<file path="config.mk">
export PLATFORM = sky130hd
export DESIGN_NAME = s1_fetch_unit
export DESIGN_NICKNAME = d
export VERILOG_FILES = /design/src/rtl/s1_fetch_unit.sv
export SDC_FILE = /design/constraint.sdc
export NUM_CORES = 1
export LEC_CHECK = 0
export ABC_AREA = 1
export BUFFER_PORTS_ARGS = -buffer_cell sky130_fd_sc_hd__clkbuf_2
export CAP_MARGIN = 20
export CORE_MARGIN = 2
export CORE_UTILIZATION = 50
export CTS_CLUSTER_DIAMETER = 100
export DETAILED_ROUTE_END_ITERATION = 10
export PLACE_DENSITY = 0.88
export SETUP_SLACK_MARGIN = 0.02
export SKIP_CTS_REPAIR_TIMING = 1
export SYNTH_ARGS = -nofsm -noshare
export SYNTH_HDL_FRONTEND = slang
export SYNTH_SLANG_ARGS = --single-unit
</file>
<file path="constraint.sdc">
create_clock -name clk -period 2.2 [get_ports clk]
set_clock_uncertainty 0.1 [all_clocks]
set_input_delay 0.33 -clock clk [delete_from_list [all_inputs] [get_ports clk]]
set_output_delay 0.33 -clock clk [all_outputs]
set_load 0.01 [all_outputs]
</file>
<file path="src/rtl/s1_fetch_unit.sv">
// Stage-1 fetch unit: owns the fetch PC, issues instruction-memory reads with
// one-cycle latency, and buffers the fetched instruction across hard stalls.
module s1_fetch_unit #(
  parameter logic [31:0] RESET_PC = 32'h0000_2000,
  parameter logic [31:0] NOP_INST = 32'h0000_0013
) (
  input  logic        clk,
  input  logic        reset_n,
  input  logic        hard_stall,
  input  logic [1:0]  pc_sel,
  input  logic [31:0] redirect_pc,
  input  logic        s1_kill,
  output logic [31:0] imem_addr,
  output logic        imem_re,
  input  logic [31:0] imem_dout,
  output logic [31:0] s1_pc,
  output logic [31:0] s1_inst,
  output logic        s1_valid
);

  typedef enum logic [1:0] {
    ST_BOOT = 2'd0,
    ST_RUN  = 2'd1,
    ST_HOLD = 2'd2
  } state_e;

  localparam logic [1:0] SEL_STALL = 2'd1;
  localparam logic [1:0] SEL_S3    = 2'd2;

  state_e      state_q, state_d;
  logic [31:0] req_pc_q, req_pc_d;
  logic        resp_valid_q, resp_valid_d;
  logic [31:0] hold_inst_q, hold_inst_d;

  logic [31:0] issue_addr;
  logic        issue_re;

  // Redirect targets are word-aligned; the low bits are deliberately dropped.
  logic unused_redirect_lsbs;
  assign unused_redirect_lsbs = ^redirect_pc[1:0];

  always_comb begin
    issue_re   = 1'b1;
    issue_addr = req_pc_q + 32'd4;
    if (hard_stall) begin
      issue_re   = 1'b0;
      issue_addr = req_pc_q;
    end else if (state_q == ST_BOOT) begin
      issue_addr = RESET_PC;
    end else if (pc_sel == SEL_S3) begin
      issue_addr = {redirect_pc[31:2], 2'b00};
    end else if (pc_sel == SEL_STALL) begin
      issue_addr = req_pc_q;
    end
  end

  // Reset is synchronous, so gate the outputs directly while it is asserted.
  assign imem_re   = reset_n & issue_re;
  assign imem_addr = reset_n ? issue_addr : RESET_PC;

  always_comb begin
    state_d      = state_q;
    req_pc_d     = req_pc_q;
    resp_valid_d = resp_valid_q;
    hold_inst_d  = hold_inst_q;
    if (issue_re) begin
      req_pc_d     = issue_addr;
      resp_valid_d = 1'b1;
    end
    case (state_q)
      ST_BOOT: if (!hard_stall) state_d = ST_RUN;
      ST_RUN: begin
        if (hard_stall) begin
          state_d     = ST_HOLD;
          hold_inst_d = imem_dout;
        end
      end
      ST_HOLD: if (!hard_stall) state_d = ST_RUN;
      default: state_d = ST_BOOT;
    endcase
  end

  // NOTE: sequential state uses non-blocking assignments only; all next-state
  // math lives in the always_comb above so there is no ordering hazard here.
  always_ff @(posedge clk) begin
    if (!reset_n) begin
      state_q      <= ST_BOOT;
      req_pc_q     <= RESET_PC;
      resp_valid_q <= 1'b0;
      hold_inst_q  <= NOP_INST;
    end else begin
      state_q      <= state_d;
      req_pc_q     <= req_pc_d;
      resp_valid_q <= resp_valid_d;
      hold_inst_q  <= hold_inst_d;
    end
  end

  // The release cycle of a stall is still HOLD, so the buffered word is consumed.
  assign s1_valid = reset_n & resp_valid_q & ~s1_kill & (state_q != ST_BOOT);
  assign s1_inst  = !s1_valid            ? NOP_INST    :
                    (state_q == ST_HOLD) ? hold_inst_q : imem_dout;
  assign s1_pc    = reset_n ? req_pc_q : RESET_PC;

endmodule
</file>
==> impl_results.html <==
<table>
<tr><th>Metric</th><th>Value</th></tr>
<tr><th colspan="2">Placed design</th></tr>
<tr><td>Placer congestion estimate</td><td>0.9989</td></tr>
<tr><td>Number of cells after detailed placement</td><td>1011</td></tr>
<tr><td>Post-DP HPWL</td><td>9176 um</td></tr>
<tr><td>Number of port buffers</td><td>165</td></tr>
<tr><th colspan="2">Finish</th></tr>
<tr><td>Final net count</td><td>999</td></tr>
<tr><td>P&amp;R area growth vs syn</td><td>37.63%</td></tr>
<tr><td>Number of fillers in the final layout</td><td>690</td></tr>
<tr><td>Final core utilization</td><td>70.43%</td></tr>
<tr><td>Final cell count without fillers</td><td>1041</td></tr>
<tr><td>Share of layout cells above drive strength 1</td><td>32.05%</td></tr>
<tr><td>Number of antenna cells inserted</td><td>0</td></tr>
<tr><th colspan="2">Detailed routing</th></tr>
<tr><td>Post-DR wirelength/cell</td><td>13.33 um</td></tr>
<tr><td>Antenna-violating nets left</td><td>0</td></tr>
<tr><td>DR DRC count</td><td>0</td></tr>
<tr><td>Number of DRC violations after detailed-routing iteration 0</td><td>297</td></tr>
<tr><td>Mean number of vias per cell</td><td>5.371</td></tr>
<tr><td>Overall via count from detail_route</td><td>5591</td></tr>
<tr><td>Wire length after detailed routing</td><td>13880 um</td></tr>
<tr><td>Detailed-routing iteration count for the pre-antenna-repair pass</td><td>6</td></tr>
<tr><th colspan="2">Worst setup path</th></tr>
<tr><td>Slowest stage cell, crit path</td><td>sky130_fd_sc_hd__dfxtp_4</td></tr>
<tr><td>Cell chain of the critical path</td><td>nand2_1, nor2_2, nand2_1, inv_4, nand2_4, buf_4, o21ai_2, nand3_1, nand2_1, o21ai_1, buf_2</td></tr>
<tr><td>Reg2Reg Depth</td><td>10</td></tr>
<tr><td>Worst stage delay on the critical path</td><td>380 ps</td></tr>
<tr><td>Data required, critical path</td><td>1770 ps</td></tr>
<tr><td>CP arrival</td><td>2070 ps</td></tr>
<tr><td>Worst reg2reg endpoint</td><td>req_pc_q[14]</td></tr>
<tr><td>Reg2Reg Setup Slack</td><td>360 ps</td></tr>
<tr><td>WS Path Type</td><td>flip-flop to primary output</td></tr>
<tr><td>Max Fanout on Critical Path</td><td>6</td></tr>
<tr><td>Critical Path Start Type</td><td>flip-flop</td></tr>
<tr><td>Most common cell on crit path</td><td>sky130_fd_sc_hd__nand2_1</td></tr>
<tr><td>Setup crit end kind</td><td>primary output</td></tr>
<tr><td>Reg2Reg Launch Point</td><td>req_pc_q[9]</td></tr>
<tr><th colspan="2">Synthesis</th></tr>
<tr><td>Biggest area consumer among synthesized cells</td><td>sky130_fd_sc_hd__dfxtp_1</td></tr>
<tr><td>Sequential element share of the synthesized area</td><td>30.35%</td></tr>
<tr><td>Yosys reg bits</td><td>67</td></tr>
<tr><td>Total standard cell area after synthesis</td><td>4419 um^2</td></tr>
<tr><td>Synth Area per Inst</td><td>5.900 um^2</td></tr>
<tr><td>Fraction of synthesized cell area taken by the top area cell type</td><td>30.35%</td></tr>
<tr><td>Synthesized netlist net count</td><td>820</td></tr>
<tr><td>Synth warnings</td><td>0</td></tr>
<tr><td>Number of distinct library cells after synthesis</td><td>32</td></tr>
<tr><td>Cell types occupying the most area after synthesis</td><td>sky130_fd_sc_hd__dfxtp_1 30%, sky130_fd_sc_hd__nand2_1 17%, sky130_fd_sc_hd__o21ai_0 11%, sky130_fd_sc_hd__inv_1 11%, sky130_fd_sc_hd__a21oi_1 4.9%</td></tr>
<tr><td>Post-Syn Instances</td><td>749</td></tr>
<tr><th colspan="2">STA</th></tr>
<tr><td>Min Hold Slack</td><td>124.5 ps</td></tr>
<tr><td>Worst rel slew slack</td><td>67.60%</td></tr>
<tr><td>Total count of max-transition violations in the final report</td><td>0</td></tr>
<tr><td>Setup slack of the critical path after layout</td><td>-300.7 ps</td></tr>
<tr><td>Fin Setup TNS</td><td>-4076 ps</td></tr>
<tr><td>RSZ-0062 raised after global routing</td><td>yes</td></tr>
<tr><td>Measured slew at the worst slew-check pin</td><td>485.4 ps</td></tr>
<tr><td>Final Setup Violations</td><td>25</td></tr>
<tr><td>Share of the clock period used by the worst path after layout</td><td>113.7%</td></tr>
<tr><td>Post-layout minimum cycle time</td><td>2501 ps</td></tr>
<tr><td>Final Hold Vio Count</td><td>0</td></tr>
<tr><td>Achievable clock frequency</td><td>0.3999 GHz</td></tr>
<tr><th colspan="2">Power</th></tr>
<tr><td>Sequential share of power</td><td>45.8%</td></tr>
<tr><td>Max VDD drop</td><td>0.3342 mV</td></tr>
<tr><td>Share of total power in the clock network</td><td>38.9%</td></tr>
<tr><td>Pleak</td><td>3.388 nW</td></tr>
<tr><td>Power spent charging and discharging nets</td><td>0.7795 mW</td></tr>
<tr><td>Combinational Power Share</td><td>15.3%</td></tr>
<tr><td>Switching fraction of total power</td><td>27.93%</td></tr>
<tr><td>Internal Power</td><td>2.012 mW</td></tr>
<tr><td>Power consumption</td><td>2.791 mW</td></tr>
<tr><td>Power density over the cells</td><td>458.9 nW/um^2</td></tr>
<tr><th colspan="2">Die</th></tr>
<tr><td>Std cell rows</td><td>34</td></tr>
<tr><td>Area of the die</td><td>9607 um^2</td></tr>
<tr><td>Die Width</td><td>98.02 um</td></tr>
<tr><td>IO Pins</td><td>168</td></tr>
<tr><td>Area of the placeable core</td><td>8636 um^2</td></tr>
<tr><td>Initial standard-cell utilization of the core</td><td>51.17%</td></tr>
<tr><td>Die H</td><td>98.02 um</td></tr>
<tr><th colspan="2">Clock tree</th></tr>
<tr><td>Buffer levels on the longest clock path</td><td>2</td></tr>
<tr><td>Clock transition at the register clock pins on the worst setup and hold paths after CTS</td><td>80 ps</td></tr>
<tr><td>CTS buffer count</td><td>9</td></tr>
<tr><td>Root buffer cell</td><td>sky130_fd_sc_hd__clkbuf_8</td></tr>
<tr><td>Number of levels in the clock H-tree</td><td>3</td></tr>
<tr><td>Clock tree sinks</td><td>67</td></tr>
<tr><td>Worst skew pair latency</td><td>350 ps</td></tr>
<tr><td>TritonCTS clock tree</td><td>built</td></tr>
<tr><th colspan="2">Global routing</th></tr>
<tr><td>Antenna violations before repair</td><td>0</td></tr>
<tr><td>Via count of the first global-routing pass</td><td>4555</td></tr>
<tr><td>Grt total ovfl</td><td>0</td></tr>
<tr><td>Pin count of the biggest net entering global routing</td><td>65</td></tr>
<tr><td>Total global-route track usage</td><td>25.00%</td></tr>
<tr><td>Global-route wire length before repair</td><td>20200 um</td></tr>
<tr><th colspan="2">Status</th></tr>
<tr><td>Violations in the final reports</td><td>negative setup slack</td></tr>
<tr><td>Run status</td><td>finished with violations</td></tr>
<tr><th colspan="2">Hold path</th></tr>
<tr><td>Worst hold path endpoint</td><td>hold_inst_q[4]</td></tr>
<tr><td>Critical hold path startpoint</td><td>imem_dout[4]</td></tr>
<tr><td>Worst hold path stage count</td><td>3</td></tr>
<tr><td>Worst min path class</td><td>primary input to flip-flop</td></tr>
<tr><th colspan="2">Flow run</th></tr>
<tr><td>Count of max-cap constraint violations</td><td>0</td></tr>
</table>
## layer usage
| layer | GRT usage (%) | vias to the layer above | part of all wire (%) | routed length, um |
|---|---|---|---|---|
| met2 | 41.52 | 288 | 47 | 6571 |
| met5 | 0 | - | 0 | 0 |
| met1 | 30.80 | 2501 | 40 | 5539 |
| met3 | 6.371 | 62 | 9.1 | 1266 |
| met4 | 10.47 | 0 | 3.6 | 501 |
| li1 | - | 2740 | - | - |
## final cells by class
| type | instances | area (um^2) | share of cell area (%) |
|---|---|---|---|
| flip-flops and latches | 67 | 1380 | 22.69 |
| clock inverters | 3 | 46.29 | 0.7612 |
| multi-input cells | 518 | 2654 | 43.63 |
| repair buffers | 203 | 1210 | 19.89 |
| well taps | 108 | 135.1 | 2.222 |
| clock buffers | 13 | 158.9 | 2.613 |
| inverters | 129 | 498.0 | 8.188 |
## sequential cells by signal, summed over array words and instances (netlist names)
name          count
req_pc_q         32
state_q           2
hold_inst_q      32
resp_valid_q      1
## worst max-delay path, delay by kind of cell, from the launching register on
family / cells / cell delay [ps]
AOI/OAI and AO/OA: 2 / 180
DFF: 1 / 380
buffers and inverters: 3 / 450
and+or+nand+nor: 6 / 700
## per-stage QoR
stage	setup slack, ps	area, um^2
5_1_grt	-354.0	6082
3_3_place_gp	50.59	5461
4_1_cts	-378.5	5667
6_report	-300.7	6082
3_5_place_dp	25.25	5461
2_1_floorplan	321.0	4419
## synth_stat cells
cell type	number
sky130_fd_sc_hd__a21oi_1	43
sky130_fd_sc_hd__buf_1	1
sky130_fd_sc_hd__buf_2	9
sky130_fd_sc_hd__buf_4	2
sky130_fd_sc_hd__buf_6	1
sky130_fd_sc_hd__clkbuf_1	21
sky130_fd_sc_hd__clkinv_1	1
sky130_fd_sc_hd__clkinv_2	1
sky130_fd_sc_hd__dfxtp_1	67
sky130_fd_sc_hd__dlygate4sd1_1	1
sky130_fd_sc_hd__ha_1	1
sky130_fd_sc_hd__inv_1	124
sky130_fd_sc_hd__inv_2	3
sky130_fd_sc_hd__nand2_1	204
sky130_fd_sc_hd__nand2_2	7
sky130_fd_sc_hd__nand3_1	32
sky130_fd_sc_hd__nand3_2	2
sky130_fd_sc_hd__nand3b_1	5
sky130_fd_sc_hd__nand4_1	9
sky130_fd_sc_hd__nor2_1	53
sky130_fd_sc_hd__nor2_2	7
sky130_fd_sc_hd__nor2_4	4
sky130_fd_sc_hd__nor3_1	12
sky130_fd_sc_hd__nor4_2	1
sky130_fd_sc_hd__o211ai_1	12
sky130_fd_sc_hd__o21a_1	3
sky130_fd_sc_hd__o21ai_0	100
sky130_fd_sc_hd__o21ai_1	1
sky130_fd_sc_hd__o22ai_1	16
sky130_fd_sc_hd__or2_0	2
sky130_fd_sc_hd__or2_2	3
sky130_fd_sc_hd__xnor2_1	1
## cells in the final DEF, fill, tap and decap left out, types with 4 or more instances in the layout
cell type	instances
sky130_fd_sc_hd__nand3_2	5
sky130_fd_sc_hd__a21oi_1	41
sky130_fd_sc_hd__inv_1	120
sky130_fd_sc_hd__nand2_2	13
sky130_fd_sc_hd__nand3_1	27
sky130_fd_sc_hd__o211ai_1	12
sky130_fd_sc_hd__o21ai_1	15
sky130_fd_sc_hd__o22ai_1	16
sky130_fd_sc_hd__buf_2	16
sky130_fd_sc_hd__o21ai_2	4
sky130_fd_sc_hd__nor3_1	9
sky130_fd_sc_hd__buf_12	5
sky130_fd_sc_hd__dfxtp_1	52
sky130_fd_sc_hd__nor2_2	9
sky130_fd_sc_hd__clkbuf_2	149
sky130_fd_sc_hd__o21ai_0	82
sky130_fd_sc_hd__nor2_1	45
sky130_fd_sc_hd__clkbuf_8	11
sky130_fd_sc_hd__nand2_1	192
sky130_fd_sc_hd__nand2_4	6
sky130_fd_sc_hd__dfxtp_4	8
sky130_fd_sc_hd__dfxtp_2	7
sky130_fd_sc_hd__buf_6	5
sky130_fd_sc_hd__nor2_4	10
sky130_fd_sc_hd__nand3b_1	5
sky130_fd_sc_hd__nand4_1	9
sky130_fd_sc_hd__buf_4	27
## kinds of logic after synthesis
group,synth area share (%)
simple gates,33.38
xor+xnor,0.1982
flops,30.35
compound gates,21.12
fa+ha+maj,0.2831
buf+inv,14.67
## power by group through the flow
stage / Combinational, mW / Clock (mW) / Sequential [mW]
2_1_floorplan: 0.237 / 0 / 1.30
3_3_place_gp: 0.391 / 0 / 1.31
3_5_place_dp: 0.399 / 0 / 1.31
4_1_cts: 0.401 / 1.10 / 1.28
5_1_grt: 0.477 / 1.15 / 1.28
6_report: 0.428 / 1.09 / 1.28
## worst max-delay path by stage
stage,from,endpoint,cells after the start,slack (ps)
2_1_floorplan,req_pc_q[2],imem_addr[30],12,320
3_3_place_gp,req_pc_q[2],imem_addr[14],12,50
3_5_place_dp,req_pc_q[3],imem_addr[30],13,30
4_1_cts,req_pc_q[3],imem_addr[30],13,-380
5_1_grt,req_pc_q[3],imem_addr[14],12,-350
6_report,req_pc_q[9],imem_addr[14],11,-300
(Power assumes the default switching activity.)
